## src/rtl/count_reporter_pkg.sv

```systemverilog
// Shared types and helpers for count_uart_reporter: UART FSM states,
// ASCII constants and the 4-bit value to ASCII hex mapping.
package count_reporter_pkg;

  typedef enum logic [1:0] {
    IDLE  = 2'd0,
    START = 2'd1,
    DATA  = 2'd2,
    STOP  = 2'd3
  } tx_state_e;

  localparam logic [7:0] ASCII_ZERO = 8'h30;
  localparam logic [7:0] ASCII_A    = 8'h41;
  localparam logic [7:0] ASCII_CR   = 8'h0D;
  localparam logic [7:0] ASCII_LF   = 8'h0A;

  function automatic logic [7:0] hex_to_ascii(input logic [3:0] v);
    if (v < 4'd10) return ASCII_ZERO + {4'd0, v};
    else           return ASCII_A + {4'd0, v - 4'd10};
  endfunction

endpackage

```

## src/rtl/count_uart_reporter_if.sv

```systemverilog
// Port bundle of count_uart_reporter: counter input, overrun clear,
// and the UART/status outputs.
interface count_uart_reporter_if;
  logic [3:0] count_i;
  logic       ovr_clr_i;
  logic       tx_o;
  logic       busy_o;
  logic       overrun_o;

  modport master (output count_i, ovr_clr_i, input tx_o, busy_o, overrun_o);
  modport slave  (input count_i, ovr_clr_i, output tx_o, busy_o, overrun_o);
endinterface

```

## src/rtl/uart_tx_byte.sv

```systemverilog
// 8N1 byte serializer with valid/ready handshake. A new byte is accepted
// from IDLE or at the very end of STOP so characters can go back-to-back.
module uart_tx_byte
  import count_reporter_pkg::*;
#(
  parameter int CLKS_PER_BIT = 104
) (
  input  logic       WB_CLK,
  input  logic       WB_RSTn,
  input  logic       valid,
  input  logic [7:0] data,
  output logic       ready,
  output logic       tx,
  output logic       busy
);

  localparam int TMR_W = $clog2(CLKS_PER_BIT);
  localparam logic [TMR_W-1:0] TMR_LOAD = TMR_W'(CLKS_PER_BIT - 1);

  tx_state_e        state_q, state_d;
  logic [TMR_W-1:0] tmr_q, tmr_d;
  logic [2:0]       bit_q, bit_d;
  logic [7:0]       shreg_q, shreg_d;
  logic             tx_q, tx_d;
  logic             bit_end;

  always_ff @(posedge WB_CLK or negedge WB_RSTn) begin
    if (!WB_RSTn) begin
      state_q <= IDLE;
      tmr_q   <= '0;
      bit_q   <= '0;
      tx_q    <= 1'b1;
    end else begin
      state_q <= state_d;
      tmr_q   <= tmr_d;
      bit_q   <= bit_d;
      tx_q    <= tx_d;
    end
  end

  always_ff @(posedge WB_CLK) begin
    shreg_q <= shreg_d;
  end

  assign bit_end = (tmr_q == '0);

  always_comb begin
    state_d = state_q;
    tmr_d   = tmr_q;
    bit_d   = bit_q;
    shreg_d = shreg_q;
    ready   = 1'b0;
    case (state_q)
      IDLE: begin
        ready = 1'b1;
        if (valid) begin
          state_d = START;
          shreg_d = data;
          tmr_d   = TMR_LOAD;
        end
      end
      START: begin
        if (bit_end) begin
          state_d = DATA;
          tmr_d   = TMR_LOAD;
          bit_d   = 3'd0;
        end else begin
          tmr_d = tmr_q - TMR_W'(1);
        end
      end
      DATA: begin
        if (bit_end) begin
          tmr_d   = TMR_LOAD;
          shreg_d = shreg_q >> 1;
          if (bit_q == 3'd7) state_d = STOP;
          else               bit_d   = bit_q + 3'd1;
        end else begin
          tmr_d = tmr_q - TMR_W'(1);
        end
      end
      STOP: begin
        if (bit_end) begin
          ready = 1'b1;
          if (valid) begin
            state_d = START;
            shreg_d = data;
            tmr_d   = TMR_LOAD;
          end else begin
            state_d = IDLE;
          end
        end else begin
          tmr_d = tmr_q - TMR_W'(1);
        end
      end
      default: state_d = IDLE;
    endcase

    // Line level is registered from the next state so tx is glitch-free.
    case (state_d)
      START:   tx_d = 1'b0;
      DATA:    tx_d = shreg_d[0];
      default: tx_d = 1'b1;
    endcase
  end

  assign tx   = tx_q;
  assign busy = (state_q != IDLE);

endmodule

```

## src/rtl/count_uart_reporter.sv

```systemverilog
// Reports every change of the 4-bit event counter as an ASCII hex digit on
// an 8N1 UART. Define COUNT_REPORTER_CRLF_EN to follow each digit with CR LF.
module count_uart_reporter
  import count_reporter_pkg::*;
#(
  parameter int CLKS_PER_BIT = 104
) (
  input  logic                  WB_CLK,
  input  logic                  WB_RSTn,
  count_uart_reporter_if.slave  bus
);

  logic [3:0] prev_q;
  logic [3:0] pend_val_q;
  logic       pend_q;
  logic       ovr_q;
  logic       chg;
  logic       take;
  logic       tx_valid;
  logic       tx_ready;
  logic       tx_busy;
  logic       tx_line;
  logic [7:0] tx_data;

  assign chg = (bus.count_i != prev_q);

`ifdef COUNT_REPORTER_CRLF_EN
  // Index of the next character to hand to the serializer; 0 starts a message.
  logic [1:0] idx_q;

  always_comb begin
    tx_valid = 1'b1;
    tx_data  = ASCII_LF;
    case (idx_q)
      2'd0: begin
        tx_valid = pend_q && !tx_busy;
        tx_data  = hex_to_ascii(pend_val_q);
      end
      2'd1:    tx_data = ASCII_CR;
      default: tx_data = ASCII_LF;
    endcase
  end

  assign take = tx_valid && tx_ready && (idx_q == 2'd0);

  always_ff @(posedge WB_CLK or negedge WB_RSTn) begin
    if (!WB_RSTn) begin
      idx_q <= 2'd0;
    end else if (tx_valid && tx_ready) begin
      idx_q <= (idx_q == 2'd2) ? 2'd0 : idx_q + 2'd1;
    end
  end
`else
  assign tx_valid = pend_q && !tx_busy;
  assign tx_data  = hex_to_ascii(pend_val_q);
  assign take     = tx_valid && tx_ready;
`endif

  // A new change beats the hand-off on the same edge, so it is never lost.
  always_ff @(posedge WB_CLK or negedge WB_RSTn) begin
    if (!WB_RSTn) begin
      prev_q <= 4'd0;
      pend_q <= 1'b0;
      ovr_q  <= 1'b0;
    end else begin
      prev_q <= bus.count_i;
      if (chg)       pend_q <= 1'b1;
      else if (take) pend_q <= 1'b0;
      if (chg && pend_q && !take) ovr_q <= 1'b1;
      else if (bus.ovr_clr_i)     ovr_q <= 1'b0;
    end
  end

  always_ff @(posedge WB_CLK) begin
    if (chg) pend_val_q <= bus.count_i;
  end

  uart_tx_byte #(
    .CLKS_PER_BIT(CLKS_PER_BIT)
  ) u_tx (
    .WB_CLK  (WB_CLK),
    .WB_RSTn (WB_RSTn),
    .valid   (tx_valid),
    .data    (tx_data),
    .ready   (tx_ready),
    .tx      (tx_line),
    .busy    (tx_busy)
  );

  assign bus.tx_o      = tx_line;
  assign bus.busy_o    = tx_busy;
  assign bus.overrun_o = ovr_q;

endmodule
```

## src/flat_wrapper.sv

```systemverilog
// flat-port wrapper written by rule: the top's interface ports become plain ports
module count_uart_reporter_flat import count_reporter_pkg::*;
#(
  parameter int CLKS_PER_BIT = 104
)
  (WB_CLK, WB_RSTn, bus_count_i, bus_ovr_clr_i, bus_tx_o, bus_busy_o, bus_overrun_o);
  count_uart_reporter_if bus_i ();
  input  logic WB_CLK;
  input  logic WB_RSTn;
  input wire logic [$bits(bus_i.count_i)-1:0] bus_count_i;
  input wire logic [$bits(bus_i.ovr_clr_i)-1:0] bus_ovr_clr_i;
  output wire logic [$bits(bus_i.tx_o)-1:0] bus_tx_o;
  output wire logic [$bits(bus_i.busy_o)-1:0] bus_busy_o;
  output wire logic [$bits(bus_i.overrun_o)-1:0] bus_overrun_o;
  assign bus_i.count_i = bus_count_i;
  assign bus_i.ovr_clr_i = bus_ovr_clr_i;
  assign bus_tx_o = bus_i.tx_o;
  assign bus_busy_o = bus_i.busy_o;
  assign bus_overrun_o = bus_i.overrun_o;
  count_uart_reporter #(.CLKS_PER_BIT(CLKS_PER_BIT)) u_core (.WB_CLK(WB_CLK), .WB_RSTn(WB_RSTn), .bus(bus_i));
endmodule
```

## config.mk

```make
export PLATFORM = sky130hd
export DESIGN_NAME = count_uart_reporter_flat
export DESIGN_NICKNAME = d
export VERILOG_FILES = /design/src/rtl/count_reporter_pkg.sv /design/src/rtl/count_uart_reporter_if.sv /design/src/rtl/uart_tx_byte.sv /design/src/rtl/count_uart_reporter.sv /design/src/flat_wrapper.sv
export SDC_FILE = /design/constraint.sdc
export NUM_CORES = 1
export LEC_CHECK = 0
export CAP_MARGIN = 20
export CORE_MARGIN = 3
export CORE_UTILIZATION = 55
export CTS_CLUSTER_DIAMETER = 60
export DETAILED_ROUTE_END_ITERATION = 12
export GPL_ROUTABILITY_DRIVEN = 0
export PLACE_DENSITY = 0.73
export REMOVE_ABC_BUFFERS = 1
export SYNTH_ARGS = -nofsm -noshare
export SYNTH_HDL_FRONTEND = slang
export SYNTH_SLANG_ARGS = --single-unit
```

## constraint.sdc

```tcl
create_clock -name WB_CLK -period 3.1 [get_ports WB_CLK]
set_clock_uncertainty 0.15 [all_clocks]
set_input_delay 0.465 -clock WB_CLK [delete_from_list [all_inputs] [get_ports WB_CLK]]
set_output_delay 0.465 -clock WB_CLK [all_outputs]
set_load 0.005 [all_outputs]
```

After elaboration in Yosys (flattened, before gate mapping)
Cells that the tools add are included.
{"block": "word_totals", "inputBits": 7, "out_inout_bits": 3, "reg_bits": 31}
{"block": "classes", "mux": 27, "add_sub_neg": 5, "order_cmp": 1, "n_eq_ne": 11, "n_reduce_logical": 16}
{"op": "$mux 8", "count": 4}
{"op": "$pmux 8 s3", "count": 1}
{"op": "$mux 7", "count": 3}
{"op": "$pmux 7 s3", "count": 1}
{"op": "$mux 2", "count": 5}
{"op": "$mux 3", "count": 3}
{"op": "$add 7x4->8 const A", "count": 1}
{"op": "$ne 2x2->1 const B", "count": 4}
{"op": "$pmux 2 s4", "count": 1}
{"op": "$reduce_bool 2->1", "count": 4}
{"op": "$add 6x4->7 const A", "count": 1}
{"op": "$logic_not 7->1", "count": 1}
{"op": "$sub 7x1->7 const B", "count": 1}
{"op": "$eq 2x2->1 const B", "count": 3}
{"op": "$mux 1", "count": 6}
{"op": "$pmux 3 s2", "count": 1}
{"op": "$eq 2x1->1 const B", "count": 2}
{"op": "$logic_and 1x1->1", "count": 4}
{"op": "$lt 4x4->1 const B", "count": 1}
{"op": "$ne 4x4->1", "count": 1}
{"op": "$pmux 1 s2", "count": 2}
{"op": "$reduce_and 4->1", "count": 1}
{"op": "$sub 4x4->4 const B", "count": 1}
{"op": "$add 3x1->3 const B", "count": 1}
{"op": "6 further kinds", "count": 7}

Logic depth before layout (Yosys ltp)
Gate-level depths: netlist (run 1).
{"block": "logic_depth", "word_depth": 8, "mapped_depth": 9, "mapped_depth_nobuf": 7}

Hierarchy
Synthesis (run 1) repeated with hierarchy kept, for this count alone.
{"block": "unflattened", "cells_unflattened": 181, "hier_area_um2": 1800.5}
{"module": "uart_tx_byte", "seq_area_each_um2": 556.8, "cells_per_inst": 142, "area_each_um2": 1328.8, "n_inst": 1}
{"module": "count_uart_reporter", "seq_area_each_um2": 270.3, "cells_per_inst": 39, "area_each_um2": 471.7, "n_inst": 1}

Worst setup path after synthesis (run 1)
No wires, ideal clock.
{"block": "synth_path", "path_kind": "flip-flop to flip-flop", "start": "reg u_core.u_tx.tmr_q[0]", "end": "reg u_core.u_tx.shreg_q[1] (enable)", "path_stages_with_launch": 7, "setup_slack_ns": 0.862, "arrival_ns": 1.708, "path_cell_list": "dfrtp_1 -> inv_1 -> ha_1 -> or4b_4 -> nor3_4 -> nand2_1 -> o21ai_0"}
{"block": "synth_via", "elab_chain_cells": 3, "word_cells_on_any_way": 4, "cone_classes": "eq/ne (2); reduce/logical (2)"}
{"item": "start: declaration", "line_no": "uart_tx_byte.sv:21", "source": "logic [TMR_W-1:0] tmr_q, tmr_d;"}
{"item": "start signal: assignment", "line_no": "uart_tx_byte.sv:35", "source": "tmr_q <= tmr_d;"}
{"item": "$logic_not 7->1 *", "line_no": "uart_tx_byte.sv:45", "source": "assign bit_end = (tmr_q == '0);"}
{"item": "$ne 2x2->1 (no line)"}
{"item": "$reduce_and 3->1 (no line) *"}
{"item": "end signal: assignment", "line_no": "uart_tx_byte.sv:42", "source": "shreg_q <= shreg_d;"}
{"item": "end: declaration", "line_no": "uart_tx_byte.sv:23", "source": "logic [7:0] shreg_q, shreg_d;"}
Every way passes the cells marked *; elsewhere a longest branch is shown, timed or not.
A chain may end at the register's enable or synchronous reset.

Worst setup path in the final report (run 1)
{"block": "layout_path", "start": "reg u_core.u_tx.state_q[1]", "end": "out bus_busy_o"}
{"block": "layout_via", "elab_chain_cells": 1}
{"item": "start: declaration", "line_no": "uart_tx_byte.sv:20", "source": "tx_state_e state_q, state_d;"}
{"item": "start signal: assignment", "line_no": "uart_tx_byte.sv:34", "source": "state_q <= state_d;"}
{"item": "$reduce_bool 2->1", "line_no": "uart_tx_byte.sv:107", "source": "assign busy = (state_q != IDLE);"}
{"item": "end: declaration", "line_no": "flat_wrapper.sv:13", "source": "output wire logic [$bits(bus_i.busy_o)-1:0] bus_busy_o;"}
Every way passes these cells.

==> impl.org, run 1 <==
** Clock network
- The clock passes through at most 2 buffers.
- At the later pin of the worst-skew pair, clock insertion delay measures 0.32 ns.
- Number of buffers created by CTS :: 5
- CTS root buf :: sky130_fd_sc_hd__clkbuf_4
- TritonCTS built the clock tree.
- In this run the number of H-tree levels came out at 2.
- Number of buffers inserted by hold repair at cts :: 0
- After clock tree synthesis, the setup repair step added 0 buffers.
- Clock-pin slew was measured on the worst setup and hold paths at roughly 0.090 ns.
- Resize count post-CTS :: 0
- Count of clock tree sinks :: 31

** Cells and area
- The area growth from synthesis to layout is 10.8%.
- In the final design database the tool counted 209 nets.
- Fin cells :: ~240
- Number of antenna diodes :: 0
- Of the cells placed in the final design, the portion with a size suffix greater than 1 is 0.0990.

** Synth
- Share of the yosys chip area belonging to registers :: 0.445
- For this run, the leading register cell type out of synthesis is sky130_fd_sc_hd__dfrtp_1.
- In this run the mean area of a mapped cell was 10.1 sq um.
- The largest total area in the synthesized netlist belongs to sky130_fd_sc_hd__dfrtp_1.
- The share of synthesized area in the top cell type comes to 0.242.
- Proportion of synthesized flip-flops having asynchronous set or reset :: 0.613
- Number of distinct library cells after synthesis :: 51
- Top cells by instance count after synthesis :: sky130_fd_sc_hd__dfrtp_1 (18), sky130_fd_sc_hd__nor2_1 (16), sky130_fd_sc_hd__a21oi_1 (15)
- Syn Std Cell Area :: about 1900 sq um
- Yosys instantiated no cell more often than sky130_fd_sc_hd__dfrtp_1.
- Biggest area contributors in the synthesized netlist :: sky130_fd_sc_hd__dfrtp_1 (24%), sky130_fd_sc_hd__edfxtp_1 (18%), sky130_fd_sc_hd__ha_1 (7.4%)
- Number of enable flip-flop cells after synthesis :: 11
- Number of storage elements in the synthesis netlist :: 31
- Yosys printed 0 warnings.
- After technology mapping, the gate count stands at 184.

** Worst setup path
- Startpoint Class :: flip-flop
- Dominant cell type by count on the critical path :: sky130_fd_sc_hd__inv_1
- At the worst endpoint, the required time is 2.48 ns.
- Delay of the slowest cell on the worst path :: 0.52 ns
- Start-to-end type of the worst setup path :: reg2out
- Data arrival time of the critical path :: 1.91 ns
- Worst setup EP type :: output port
- Cell with the largest stage delay on the worst path :: sky130_fd_sc_hd__clkdlybuf4s50_1
- The signal on the critical path passes through inv_1 > ha_1 > inv_1 > clkdlybuf4s50_1.
- Worst-path maximum fanout :: 8

** STA
- Relative slew slack :: 0.416
- Slew at the pin closest to its max-slew limit :: 0.867 ns
- Unrepaired setup endpoints after global routing :: no
- Highest attainable clock frequency :: 397 MHz
- Minimum clock period after layout :: approximately 2.5 ns
- Final Worst Setup Slack :: 0.579 ns
- The final-report max-slew violation count is 0.
- The number of hold violations in the final report was 0.
- Setup violations remaining at the end of the flow were counted as 0.
- Setup total negative slack on the finished layout was measured at 0 ns.
- Worst hold-check slack :: approximately 0.34 ns
- Final period util :: 0.813

** Drt
- Total via count in the routed design :: 1443
- After detailed routing, the average wire length per cell comes to 14.7 microns.
- Number of detailed-routing iterations run before antenna repair :: 4
- Detail-routed via count per cell :: 6.11
- Antenna Nets Post-Route :: 0
- Final Routed Wirelength :: 3480 microns
- DRC violation count after routing :: 0
- Number of DRC markers in iteration 0 :: 130

** Global route
- Pin count of the biggest net entering global routing :: 20
- Vias in the first global route :: 1320
- Total routing resource utilization after global routing :: 0.187
- The first global-routing pass estimated about 6000 microns of wire.
- The number of antenna violations at the first check in global routing is 0.
- GR Overflow Total :: 0

** Floorplan
- Initial cell density of the core :: 0.594
- In this run the horizontal extent of the chip is about 64 microns.
- Core ar. :: roughly 3100 sq um
- From bottom edge to top edge, the die measures approximately 64 microns.
- 10 I/O pins were placed.
- Rows :: 20
- The die covers 4110 sq um.

** Job
- Max-cap violations :: 0

** Placed design
- Setup Slack @ Placement :: 0.661 ns
- IO buf count :: 9
- DP Wirelength :: 2580 microns
- Placed cells :: 228

** Pwr
- Total power density per cell area :: 391 nW/um^2
- Across the VDD grid, the largest voltage drop is 0.000241 V.
- Total power for the finished layout comes to around 810 uW.
- Leak :: ~0.00084 uW

** Worst hold path
- The tightest min-delay check is of the reg2reg type.

** Outcome
- Outcome :: complete, no violations
==> layout by cell type (no fill, tap or decap), types with 2 or more instances in the layout <==
cell                               n
sky130_fd_sc_hd__a2bb2oi_1         3
sky130_fd_sc_hd__o22a_1            4
sky130_fd_sc_hd__clkbuf_4          5
sky130_fd_sc_hd__a22o_1            6
sky130_fd_sc_hd__o31ai_1           2
sky130_fd_sc_hd__a31oi_1           2
sky130_fd_sc_hd__edfxtp_1         11
sky130_fd_sc_hd__dfrtp_1          18
sky130_fd_sc_hd__xnor2_1           2
sky130_fd_sc_hd__nor3_1            5
sky130_fd_sc_hd__and3_1            2
sky130_fd_sc_hd__o21ai_0          10
sky130_fd_sc_hd__nand2_1          13
sky130_fd_sc_hd__a21o_1            2
sky130_fd_sc_hd__a21oi_1          15
sky130_fd_sc_hd__or3_1             3
sky130_fd_sc_hd__nand3_1           2
sky130_fd_sc_hd__inv_1            11
sky130_fd_sc_hd__xor2_1            6
sky130_fd_sc_hd__nor2_1           16
sky130_fd_sc_hd__nor4_1            2
sky130_fd_sc_hd__ha_1             11
sky130_fd_sc_hd__clkdlybuf4s50_1   9
==> path summary, 6_finish.rpt <==
| kind | startpoint | endpoint | slack, ns | cells past startpoint |
|---|---|---|---|---|
| worst max register to register | u_core.u_tx.tmr_q[0] | u_core.u_tx.shreg_q[4] | 0.65 | 6 |
| max in group asynchronous | WB_RSTn | u_core.u_tx.bit_q[0] | 1.81 | 1 |
| worst min-delay path | u_core.u_tx.shreg_q[0] | u_core.u_tx.shreg_q[0] | 0.34 | 2 |
| min in group asynchronous | WB_RSTn | u_core.u_tx.tmr_q[6] | 0.47 | 1 |
| worst min register to register | u_core.u_tx.shreg_q[0] | u_core.u_tx.shreg_q[0] | 0.34 | 2 |
| worst max-delay path | u_core.u_tx.state_q[1] | bus_busy_o | 0.58 | 4 |
==> final cells by class <==
type                    count  area (sq um)
fillers                   237          1070
multi-input cells         132           952
flip-flops and latches     31           827
repair buffers             10          97.6
well taps                  44          55.1
clock buffers               6          51.3
inverters                  11          41.3
clock inverters             2          35.0
==> registers in the layout, summed over array words and instances (netlist names) <==
register,flops
u_core.u_tx.shreg_q,8
u_core.u_tx.tmr_q,7
u_core.pend_val_q,4
u_core.prev_q,4
u_core.u_tx.bit_q,3
u_core.u_tx.state_q,2
u_core.bus.overrun_o,1
u_core.pend_q,1
u_core.u_tx.tx,1
==> where the power goes <==
part | switching [uW] | internal (uW) | leakage (uW)
Clock | 136 | 191 | 0.0000482
Sequential | 6.16 | 432 | 0.000324
Combinational | 21.6 | 19.7 | 0.000470
==> stage by stage <==
stage | area, sq um | util
floorplan | 1820 | -
global placement | 1970 | 0.631
detailed placement | 1970 | 0.631
CTS | 2060 | 0.658
global route | 2060 | 0.658
finish | 2060 | 0.658
==> critical path, delay by kind of cell (launching register included) <==
kind	cells	cell delay (ns)
fa+ha+maj	1	0.29
buf+inv	3	0.80
flops	1	0.49
==> routing by layer <==
layer,track usage,vias up,routed length [microns]
met1,0.241,683,1550
met5,0,-,0
li1,-,692,-
met3,0.0439,8,252
met2,0.294,60,1630
met4,0.0897,0,42
==> kinds of logic after synthesis <==
logic type                 share of synthesized area
adders and majority gates                     0.0740
muxes                                         0.0135
AOI/OAI and AO/OA                              0.227
buffers and inverters                         0.0431
and+or+nand+nor                                0.160
DFF                                            0.445
xor gates and xnor gates                      0.0377
Note: power is estimated with default switching activity, not from simulation.
==> inputs of run 2 (changes only) <==
clock period = 2.52 ns   (was 3.1 ns; I/O delays follow)
==> run 2 against run 1 <==
  * Sequential power increased by 23%
  * Non-clock buffer count increased by 5
  * First-iteration DRC count increased by 10%
  * Total power increased by 11%
  * Worst setup slack got worse by 0.53 ns
  * Final area increased by 0.73%
  * Combinational power increased by 27%
  * Critical path type is now reg2reg
  * Global-route usage increased by 1.7 points
==> impl.org, run 2 (synthesized netlist as in run 1, its figures left out) <==
** Floorplan
- Area of the die :: 4110 sq um
- Measured along the y axis, the die boundary spans around 64 microns.
- The floorplan step set the die width to 64.1 microns.
- Initial cell density of the core :: 0.594
- Row generation in the floorplan step produced 20 rows.
- Core ar. :: 3130 sq um
- 10 I/O pins were placed.

** Cells and area
- Number of antenna diodes :: 0
- The final layout contains 214 nets.
- The library cell used most frequently in the layout, excluding fill and tap cells, is sky130_fd_sc_hd__dfrtp_1.
- Register with the highest flop count :: u_core.u_tx.shreg_q
- Layout cells sized above 1 :: 0.122
- Footprint of the flip-flops and latches :: a little over 800 sq um
- Fin cells :: 241
- Layout filler cell count :: 247
- In the final layout, the multi-input gates occupy around 950 sq um.
- Flip-flop count of the largest register, all copies and words added :: 8
- The largest registers in the layout are u_core.u_tx.shreg_q x8, u_core.u_tx.tmr_q x7.
- Relative to the synthesized area, the layout overhead comes to 11.6%.
- Commonest non-fill, non-tap cells in the layout :: sky130_fd_sc_hd__dfrtp_1 (17), sky130_fd_sc_hd__nor2_1 (16), sky130_fd_sc_hd__a21oi_1 (15), sky130_fd_sc_hd__nand2_1 (13)

** Drt
- Before antenna repair, the detailed router went through 4 iterations.
- DRC violation count after routing :: 0
- Final Routed Wirelength :: about 3700 microns
- In the routed layout, each cell is associated on average with a via count of about 6.
- Antenna Nets Post-Route :: 0
- Total via count in the routed design :: 1453
- For this block, the initial DRC count from the detailed router was around 140.
- Final routed wire length divided by cell count :: approximately 15 microns

** Global route
- Summed over all layers, the global routing overflow is 0.
- Pin count of the biggest net entering global routing :: 20
- The via count of the first global-routing pass came to between 1000 and 1500.
- The number of antenna violations at the first check in global routing came to 0.
- In the global route stage, overall resource usage came out at 0.203.
- Wire length of the first global-routing pass :: 6430 microns

** Clock network
- Clock-pin slew was measured on the worst setup and hold paths at around 0.1 ns.
- Clock latency of the later-clocked register in the worst-skew pair :: ~0.34 ns
- CTS tree :: yes
- The root buffer cell chosen for the clock tree is sky130_fd_sc_hd__clkbuf_4.
- CTS saw 31 sinks.
- CTS built an H-tree with a depth of 2.
- Buffers inserted during clock tree synthesis total 5.
- In this run, post-CTS hold repair placed 0 buffers.
- Maximum clock path buffer count :: 2

** STA
- The final-report max-slew violation count came to 0.
- After routing, the total negative slack on setup checks comes to 0 ns.
- The number of hold violations in the final report is 0.
- Setup repair after global routing left no endpoint under its margin.
- Slew at the pin closest to its max-slew limit :: 0.518 ns
- Final period util :: 0.979
- Relative slew slack :: 0.655
- Number of setup violations in the final report :: 0
- Highest attainable clock frequency :: 405 MHz
- Minimum clock period after layout :: 2.47 ns

** Pwr
- For this design the ratio of total power to cell area is ~430 nW/um^2.
- Leak :: approximately 0.00085 uW
- VDD IR-drop max :: 0.000391 V

** Job
- The tool flagged a number of max-cap violations equal to 0.

** Worst setup path
- Data required, critical path :: 2.51 ns
- STA classifies the critical path endpoint as a flip-flop.
- The worst setup path is launched from a flip-flop.
- Start-to-end type of the worst setup path :: reg2reg
- Data arrival time of the critical path :: 2.46 ns
- Of all nets on the critical path, the largest fanout is 9.

** Placed design
- DP Wirelength :: between 2000 and 3000 microns
- In this run the tool buffered the top-level ports with 9 buffer cells.
- The number of placed instances, taps included, is 233.

** Outcome
- The flow ran to the end, and the final reports show no timing, DRC or antenna violations.

** Worst hold path
- The worst hold path belongs to the class in2async.
-- run 2: cell count changes in the layout (fill, tap and decap cells not counted), sizes merged --
cell      before  now
buf            1    6
bufinv         1    0
clkinvlp       0    1
-- run 2: layout make-up --
class,instances,share of cell area
timing repair buffer,15,0.0651
tap,44,0.0265
sequential,31,0.399
clock buffer,6,0.0247
inverter,11,0.0199
clock inverter,2,0.00543
multi-input combinational,132,0.459
-- run 2: report_power, final --
group,switching [uW],internal [uW]
Combinational,27.0,25.2
Clock,173,132
Sequential,7.45,532
Total,207,690
-- run 2: per-stage QoR --
stage | total power, uW | utilization | instance area, sq um | worst slack, ns | hold WS (ns)
6_report | 897 | 0.663 | 2070 | 0.0519 | 0.209
5_1_grt | 938 | 0.663 | 2070 | 0.0141 | 0.218
2_1_floorplan | 576 | - | 1820 | 0.282 | -0.0676
3_5_place_dp | 603 | 0.643 | 2010 | 0.121 | 0.327
3_3_place_gp | 599 | 0.643 | 2010 | 0.199 | 0.315
4_1_cts | 903 | 0.663 | 2070 | 0.0775 | 0.210
-- run 2: per-layer routing --
metal | global-route usage | vias to the layer above | part of all wire | wire, microns
li1 | - | 700 | - | -
met1 | 0.235 | 678 | 0.42 | 1560
met2 | 0.343 | 63 | 0.48 | 1760
met3 | 0.0668 | 12 | 0.074 | 272
met4 | 0.0871 | 0 | 0.024 | 87
met5 | 0 | - | 0 | 0
-- run 2: worst paths after layout --
| path | startpoint | endpoint | slack, ns | depth (start not counted) |
|---|---|---|---|---|
| setup / recovery | u_core.u_tx.tmr_q[0] | u_core.u_tx.shreg_q[7] | 0.05 | 6 |
| max in group asynchronous | WB_RSTn | u_core.u_tx.tx | 1.75 | 2 |
| hold reg to reg | u_core.u_tx.shreg_q[0] | u_core.u_tx.shreg_q[0] | 0.35 | 2 |
| setup reg to reg | u_core.u_tx.tmr_q[0] | u_core.u_tx.shreg_q[7] | 0.05 | 6 |
| min in group WB_CLK | u_core.u_tx.shreg_q[0] | u_core.u_tx.shreg_q[0] | 0.35 | 2 |
| hold / removal | WB_RSTn | u_core.u_tx.bit_q[0] | 0.21 | 2 |
-- run 2: worst max-delay path: stages (launching register included) --
cell                      delay, ns
sky130_fd_sc_hd__dfrtp_1       0.42
sky130_fd_sc_hd__inv_1         0.08
sky130_fd_sc_hd__ha_1          0.23
sky130_fd_sc_hd__or4b_4        0.52
sky130_fd_sc_hd__nor3_4        0.31
sky130_fd_sc_hd__a21oi_1       0.21
sky130_fd_sc_hd__nor4b_1       0.36
-- run 2: what timing repair did --
| item | CTS | global route |
|---|---|---|
| buffers inserted | 0 | 0 |
| gates resized for setup | 0 | 1 |
| setup endpoints to repair | 0 | 1 |
==> inputs of run 3 (changes only) <==
SKIP_LAST_GASP = 1   (was unset)
==> results of run 3 <==
No change in the layout: final DEF, timing and power equal those of run 2.
